**src/rtl/video_frame_monitor.sv**
```systemverilog
// Video timing monitor: measures active/total geometry and a pixel signature per frame,
// counts captured frames against a target, and forwards a bit-depth-reduced pixel stream.
module video_frame_monitor #(
    parameter int unsigned C_CHANNELS  = 3,
    parameter int unsigned C_BPC       = 12,
    parameter int unsigned C_OUT_BPC   = 8,
    parameter int unsigned C_CNT_WIDTH = 12
) (
    input  logic                              CLK,
    input  logic                              nRST,
    input  logic                              DE,
    input  logic                              HSYNC,
    input  logic                              VSYNC,
    input  logic [C_CHANNELS*C_BPC-1:0]       DATA,
    input  logic                              HS_POL,
    input  logic                              VS_POL,
    input  logic                              START,
    input  logic [7:0]                        FRAME_TARGET,
    output logic                              BUSY,
    output logic                              INTR,
    output logic [7:0]                        FRAME_COUNT,
    output logic [C_CNT_WIDTH-1:0]            H_ACTIVE,
    output logic [C_CNT_WIDTH-1:0]            V_ACTIVE,
    output logic [C_CNT_WIDTH-1:0]            H_TOTAL,
    output logic [31:0]                       FRAME_SUM,
    output logic                              ERR_LINE,
    output logic                              PIX_VALID,
    output logic [C_CHANNELS*C_OUT_BPC-1:0]   PIX_DATA
);

    localparam int unsigned OUT_W = C_CHANNELS * C_OUT_BPC;
    localparam int unsigned CW    = C_CNT_WIDTH;
    localparam int unsigned DROP  = C_BPC - C_OUT_BPC;
    localparam logic [CW-1:0] CNT_MAX = '1;

    typedef enum logic [1:0] {
        ST_IDLE    = 2'd0,
        ST_ARMED   = 2'd1,
        ST_CAPTURE = 2'd2
    } state_t;

    state_t state_q, state_d;

    logic hs_c, vs_c, hs_q, vs_q;
    logic eof_c, hs_rise_c, de_fall_c, err_c, latch_c;
    logic data_unused_c;

    logic [OUT_W-1:0] pix_dec_c;
    logic [31:0]      sig_pix_c;
    logic [31:0]      sum_q;
    logic [CW-1:0]    de_cnt_q, line_cnt_q, first_len_q, htot_cnt_q, line_total_q;
    logic [7:0]       count_d;
    logic             intr_d, busy_d;

    function automatic logic [CW-1:0] sat_inc(input logic [CW-1:0] v);
        return (v == CNT_MAX) ? v : v + CW'(1);
    endfunction

    // Keep the top C_OUT_BPC bits of every channel
    always_comb begin
        pix_dec_c = '0;
        for (int unsigned c = 0; c < C_CHANNELS; c++) begin
            pix_dec_c[c*C_OUT_BPC +: C_OUT_BPC] = DATA[c*C_BPC + DROP +: C_OUT_BPC];
        end
    end

    assign data_unused_c = ^DATA;
    assign sig_pix_c     = 32'(pix_dec_c);

    assign hs_c      = HSYNC ^ HS_POL;
    assign vs_c      = VSYNC ^ VS_POL;
    assign eof_c     = vs_q & ~vs_c;
    assign hs_rise_c = hs_c & ~hs_q;
    assign de_fall_c = PIX_VALID & ~DE;
    assign err_c     = de_fall_c && (line_cnt_q != '0) && (de_cnt_q != first_len_q)
                       && (state_q == ST_CAPTURE);

    // Sync edge registers and the one-cycle pixel pass-through
    always_ff @(posedge CLK or negedge nRST) begin
        if (!nRST) begin
            hs_q      <= 1'b0;
            vs_q      <= 1'b0;
            PIX_VALID <= 1'b0;
            PIX_DATA  <= '0;
        end else begin
            hs_q      <= hs_c;
            vs_q      <= vs_c;
            PIX_VALID <= DE;
            PIX_DATA  <= pix_dec_c;
        end
    end

    // Line/frame measurement; EOF restarts the per-frame accumulators
    always_ff @(posedge CLK or negedge nRST) begin
        if (!nRST) begin
            de_cnt_q     <= '0;
            line_cnt_q   <= '0;
            first_len_q  <= '0;
            htot_cnt_q   <= '0;
            line_total_q <= '0;
            sum_q        <= '0;
        end else begin
            de_cnt_q <= DE ? sat_inc(de_cnt_q) : '0;

            if (hs_rise_c) begin
                htot_cnt_q   <= '0;
                line_total_q <= sat_inc(htot_cnt_q);
            end else begin
                htot_cnt_q <= sat_inc(htot_cnt_q);
            end

            if (eof_c) begin
                line_cnt_q  <= '0;
                first_len_q <= '0;
                sum_q       <= '0;
            end else begin
                if (de_fall_c) begin
                    line_cnt_q <= sat_inc(line_cnt_q);
                    if (line_cnt_q == '0) begin
                        first_len_q <= de_cnt_q;
                    end
                end
                if (DE) begin
                    sum_q <= {sum_q[30:0], sum_q[31]} ^ sig_pix_c;
                end
            end
        end
    end

    // Capture control: START always re-arms and beats a coincident EOF
    always_comb begin
        state_d = state_q;
        count_d = FRAME_COUNT;
        intr_d  = 1'b0;
        latch_c = 1'b0;
        if (START) begin
            state_d = ST_ARMED;
            count_d = 8'd0;
        end else begin
            case (state_q)
                ST_IDLE: begin
                    state_d = ST_IDLE;
                end
                ST_ARMED: begin
                    if (eof_c) begin
                        state_d = ST_CAPTURE;
                    end
                end
                ST_CAPTURE: begin
                    if (eof_c) begin
                        latch_c = 1'b1;
                        count_d = (FRAME_COUNT == 8'hFF) ? FRAME_COUNT : FRAME_COUNT + 8'd1;
                        if ((FRAME_TARGET != 8'd0) && (count_d == FRAME_TARGET)) begin
                            intr_d  = 1'b1;
                            state_d = ST_IDLE;
                        end
                    end
                end
                default: begin
                    state_d = ST_ARMED;
                end
            endcase
        end
        busy_d = (state_d != ST_IDLE);
    end

    always_ff @(posedge CLK or negedge nRST) begin
        if (!nRST) begin
            state_q     <= ST_ARMED;
            BUSY        <= 1'b1;
            INTR        <= 1'b0;
            FRAME_COUNT <= 8'd0;
            ERR_LINE    <= 1'b0;
            H_ACTIVE    <= '0;
            V_ACTIVE    <= '0;
            H_TOTAL     <= '0;
            FRAME_SUM   <= '0;
        end else begin
            state_q     <= state_d;
            BUSY        <= busy_d;
            INTR        <= intr_d;
            FRAME_COUNT <= count_d;
            ERR_LINE    <= START ? 1'b0 : (ERR_LINE | err_c);
            if (latch_c) begin
                H_ACTIVE  <= first_len_q;
                V_ACTIVE  <= line_cnt_q;
                H_TOTAL   <= line_total_q;
                FRAME_SUM <= sum_q;
            end
        end
    end

endmodule
```
**config.mk**
```make
export PLATFORM = sky130hd
export DESIGN_NAME = video_frame_monitor
export DESIGN_NICKNAME = d
export VERILOG_FILES = /design/src/rtl/video_frame_monitor.sv
export SDC_FILE = /design/constraint.sdc
export NUM_CORES = 1
export LEC_CHECK = 0
export ABC_AREA = 1
export BUFFER_PORTS_ARGS = -buffer_cell sky130_fd_sc_hd__buf_4
export CORE_MARGIN = 4
export CORE_UTILIZATION = 55
export DETAILED_ROUTE_END_ITERATION = 8
export GPL_TIMING_DRIVEN = 0
export PLACE_DENSITY = 0.79
export REMOVE_ABC_BUFFERS = 1
export SLEW_MARGIN = 20
export SYNTH_ARGS = -nofsm -noshare
export SYNTH_HDL_FRONTEND = slang
export SYNTH_SLANG_ARGS = --single-unit
```
**constraint.sdc**
```tcl
create_clock -name CLK -period 1.9 [get_ports CLK]
set_input_delay 0 -clock CLK [delete_from_list [all_inputs] [get_ports CLK]]
set_output_delay 0 -clock CLK [all_outputs]
set_load 0.01 [all_outputs]
```
==> impl_metrics.yaml <==
worst_setup_path:
  path_cells: "ha_2 > nand2_1 > nor3_2 > nand2_2 > nor2_4 > nand3_4 > buf_4 > xnor2_1 > o21ai_0"
  worstPathRequired_ns: 2.21
  endpoint: "line_total_q[0]$_DFFE_PN0P_"
  cp-end-kind: "register"
  critPathMaxFanout: 5
  critPathTopFamily: "simple AND/OR/NAND/NOR gates"
  cp.depth: 9
  slowest_stage: "dfrtp_1"
  r2r_cells: 9
  r2r_setup_slack_ns: -0.07
  critPathLaunch: "htot_cnt_q[0]$_DFF_PN0_"
  max_stage_delay_ns: 0.44
  start_kind: "register"
  timing.rr.start: "htot_cnt_q[0]$_DFF_PN0_"
  arrival_ns: 2.28
  crit_buf_inv: 1
  r2r_end: "line_total_q[0]$_DFFE_PN0P_"
  critPathKind: "reg2reg"
synth:
  synth_top_cell_by_area: "dfrtp_1"
  synth-seq-area-share_pct: 58.6
  yosysWarnings: 0
  synth.top_cell.area_share_pct: 58.0
  avgSynthCellArea_um2: 9.67
  syn_inst: 883
  synth_edf_count: 0
  synth-seq-cells: 200
  syn_area_mm2: 0.00854
  synth_cell_types: 42
  ys.flop_type: "dfrtp_1"
  synth_area_leaders: "dfrtp_1, nand2_1, o21ai_0, inv_1, mux2_2"
  async_reset_ff_share_pct: 100
sta:
  worstMarginPinSlew_ns: 0.688
  max_freq_mhz: 507
  slew_headroom_pct: 54.1
  setup_viol: 4
  layout_setup_ws_ns: -0.0719
  rsz0062_at_grt: "yes"
  drv_slew: 0
  fin_crit_ns: 1.97
  post-route-period-util_pct: 104
  finalHoldViolCount: 0
  whs_ns: 0.0509
  skew_ns: 0.00748
finish:
  syn2layout_area_growth_pct: 31.5
  drive_above_1_share_pct: 26.8
  diodes: 0
  finalNetCount: 1136
  layout_common_cells: "dfrtp_1, buf_4, nand2_1"
  nFillCells: 1045
  fin_util_pct: 73.9
  multi_input_area_mm2: 0.00329
  reg_top3: "FRAME_SUM: 32 flops, sum_q: 32 flops, PIX_DATA: 24 flops"
  seqCellArea_mm2: 0.00501
  final_common_cell: "dfrtp_1"
clock_tree:
  clk_pin_slew_ns: 0.07
  clk_latency_ns: 0.43
  htreeDepth: 4
  cts_made_buffers: 17
  cts_sinks: 200
  cts_buffer_depth: 2
  cts_tree: "built"
  cts_root_buffer: "clkbuf_16"
pwr:
  p_leak_nw: 5.49
  ir_worst_vdd_mv: 0.699
  seqPwrFrac_pct: 48.5
  powerDensity_mw_per_mm2: 890
  switchingPower_mw: 2.61
  finalPower_mw: 9.99
  p_int_mw: 7.39
  p_clk_share_pct: 37.3
  comb_power_share_pct: 14.2
  p_sw_share_pct: 26.1
placed_design:
  preCtsSetupSlack_ns: -0.582
  hpwl_mm: 12.5
  gp_congestion: 0.903
  portBuffers: 143
route:
  first_pass_iters: 6
  routed_wl_mm: 21.2
  drc_errors: 0
  wl_per_cell_um: 16.6
  drtIter0Drc: 612
  via_per_inst: 5.49
  ant_nets: 0
  vias: 7025
grt:
  grt_pass1_wl_mm: 32.8
  grt_overflow: 0
  grt_usage_pct: 22.8
  grt_max_degree: 78
  grt_pass1_vias: 6718
  antenna_found_initial: 0
status:
  status: "finished, violations left"
  violations: "negative setup slack"
floorplanning:
  core_area_mm2: 0.0152
  die_h_um: 133
  dieWidth_um: 133
  dieArea_mm2: 0.0176
  io_pins: 156
  rows: 45
  initial_core_util_pct: 56.2
worst_hold_path:
  holdCritPathClass: "in2reg"
job:
  drv_cap: 0
==> per-layer routing <==
layer	vias to the layer above	GRT usage (%)	part of all wire, %
met3	44	6.27	7.5
met2	267	36.0	49
li1	3317	-	-
met5	-	0	0
met4	0	8.95	2.4
met1	3397	30.1	41
==> power groups by stage <==
stage	sequential (mW)	clock, mW	combinational (mW)
4_1_cts	4.83	3.77	1.30
2_1_floorplan	4.90	0	0.604
3_3_place_gp	4.88	0	1.14
5_1_grt	4.88	3.93	1.57
6_report	4.85	3.72	1.42
3_5_place_dp	4.90	0	1.19
==> how the worst min path moves through the flow <==
stage,cells past startpoint,start,slack (ns),end
2_1_floorplan,0,nRST,-0.30,ERR_LINE$_DFF_PN0_
5_1_grt,1,DE,0.06,PIX_VALID$_DFF_PN0_
3_3_place_gp,1,DATA[7],0.13,PIX_DATA[3]$_DFF_PN0_
6_report,1,DE,0.05,PIX_VALID$_DFF_PN0_
3_5_place_dp,1,nRST,-0.03,de_cnt_q[6]$_DFFE_PN0P_
4_1_cts,1,DE,0.02,PIX_VALID$_DFF_PN0_
==> Yosys cell counts (2+ instances only) <==
library cell and n:
dfrtp_1 198, nand2_1 151, inv_1 93, o21ai_0 92, nor2_1 58, nand3_1 48, a21oi_1 42, mux2_2 29
xnor2_1 26, clkbuf_1 21, nand4_1 12, nor3_1 12, o22ai_1 12, xor2_1 12, a31oi_1 9, nor4_1 9
o21ai_1 8, buf_2 7, ha_1 5, clkinv_1 3, inv_2 3, nand3b_1 3, nor2_2 3, nor3_2 3
buf_4 2, dfstp_2 2, nand2_2 2, nand2_4 2, nor2_4 2, o21bai_1 2
==> through the flow <==
stage | instance area (um^2) | instances | setup TNS, ns
3_3_place_gp | 9710 | 1183 | -342.43
5_1_grt | 11200 | 1280 | -2.20
4_1_cts | 10900 | 1258 | 0
3_5_place_dp | 9830 | 1187 | -12.11
6_report | 11200 | 1280 | -0.153
2_1_floorplan | 8400 | 852 | -97.29
==> timing repair <==
item	4_1_cts	5_1_grt
cloned	1	4
hold buffers	30	0
endpoints found under the setup margin	58	62
resized for setup	15	35
buffers inserted	8	18
hold endpoints to repair	254	0
pin swaps	4	12
==> worst register-to-register path: cells and delay by family, from the launching register on <==
family                   cells  cell delay [ns]
AND/OR/NAND/NOR              5             0.70
flip-flops                   1             0.44
XOR/XNOR                     1             0.21
adder cells (fa/ha/maj)      1             0.24
AO/OA/AOI/OAI                1             0.10
buffers and inverters        1             0.16
==> cell type report <==
cell class                 count  area share [%]
clock buffer                  21            4.10
tap                          188            2.10
sequential                   200            44.6
multi-input combinational    557            29.3
timing repair buffer         204            15.2
inverter                      99            3.38
clock inverter                11            1.29
==> kinds of logic after synthesis <==
family                   after synthesis  synth area share (%)
buffers and inverters                130                  5.99
multiplexers                          30                  3.94
AND/OR/NAND/NOR                      309                  16.2
adder cells (fa/ha/maj)                5                 0.732
flip-flops                           200                  58.6
XOR/XNOR                              38                  3.90
AO/OA/AOI/OAI                        171                  10.6
Power figures use the tool's default switching activity.
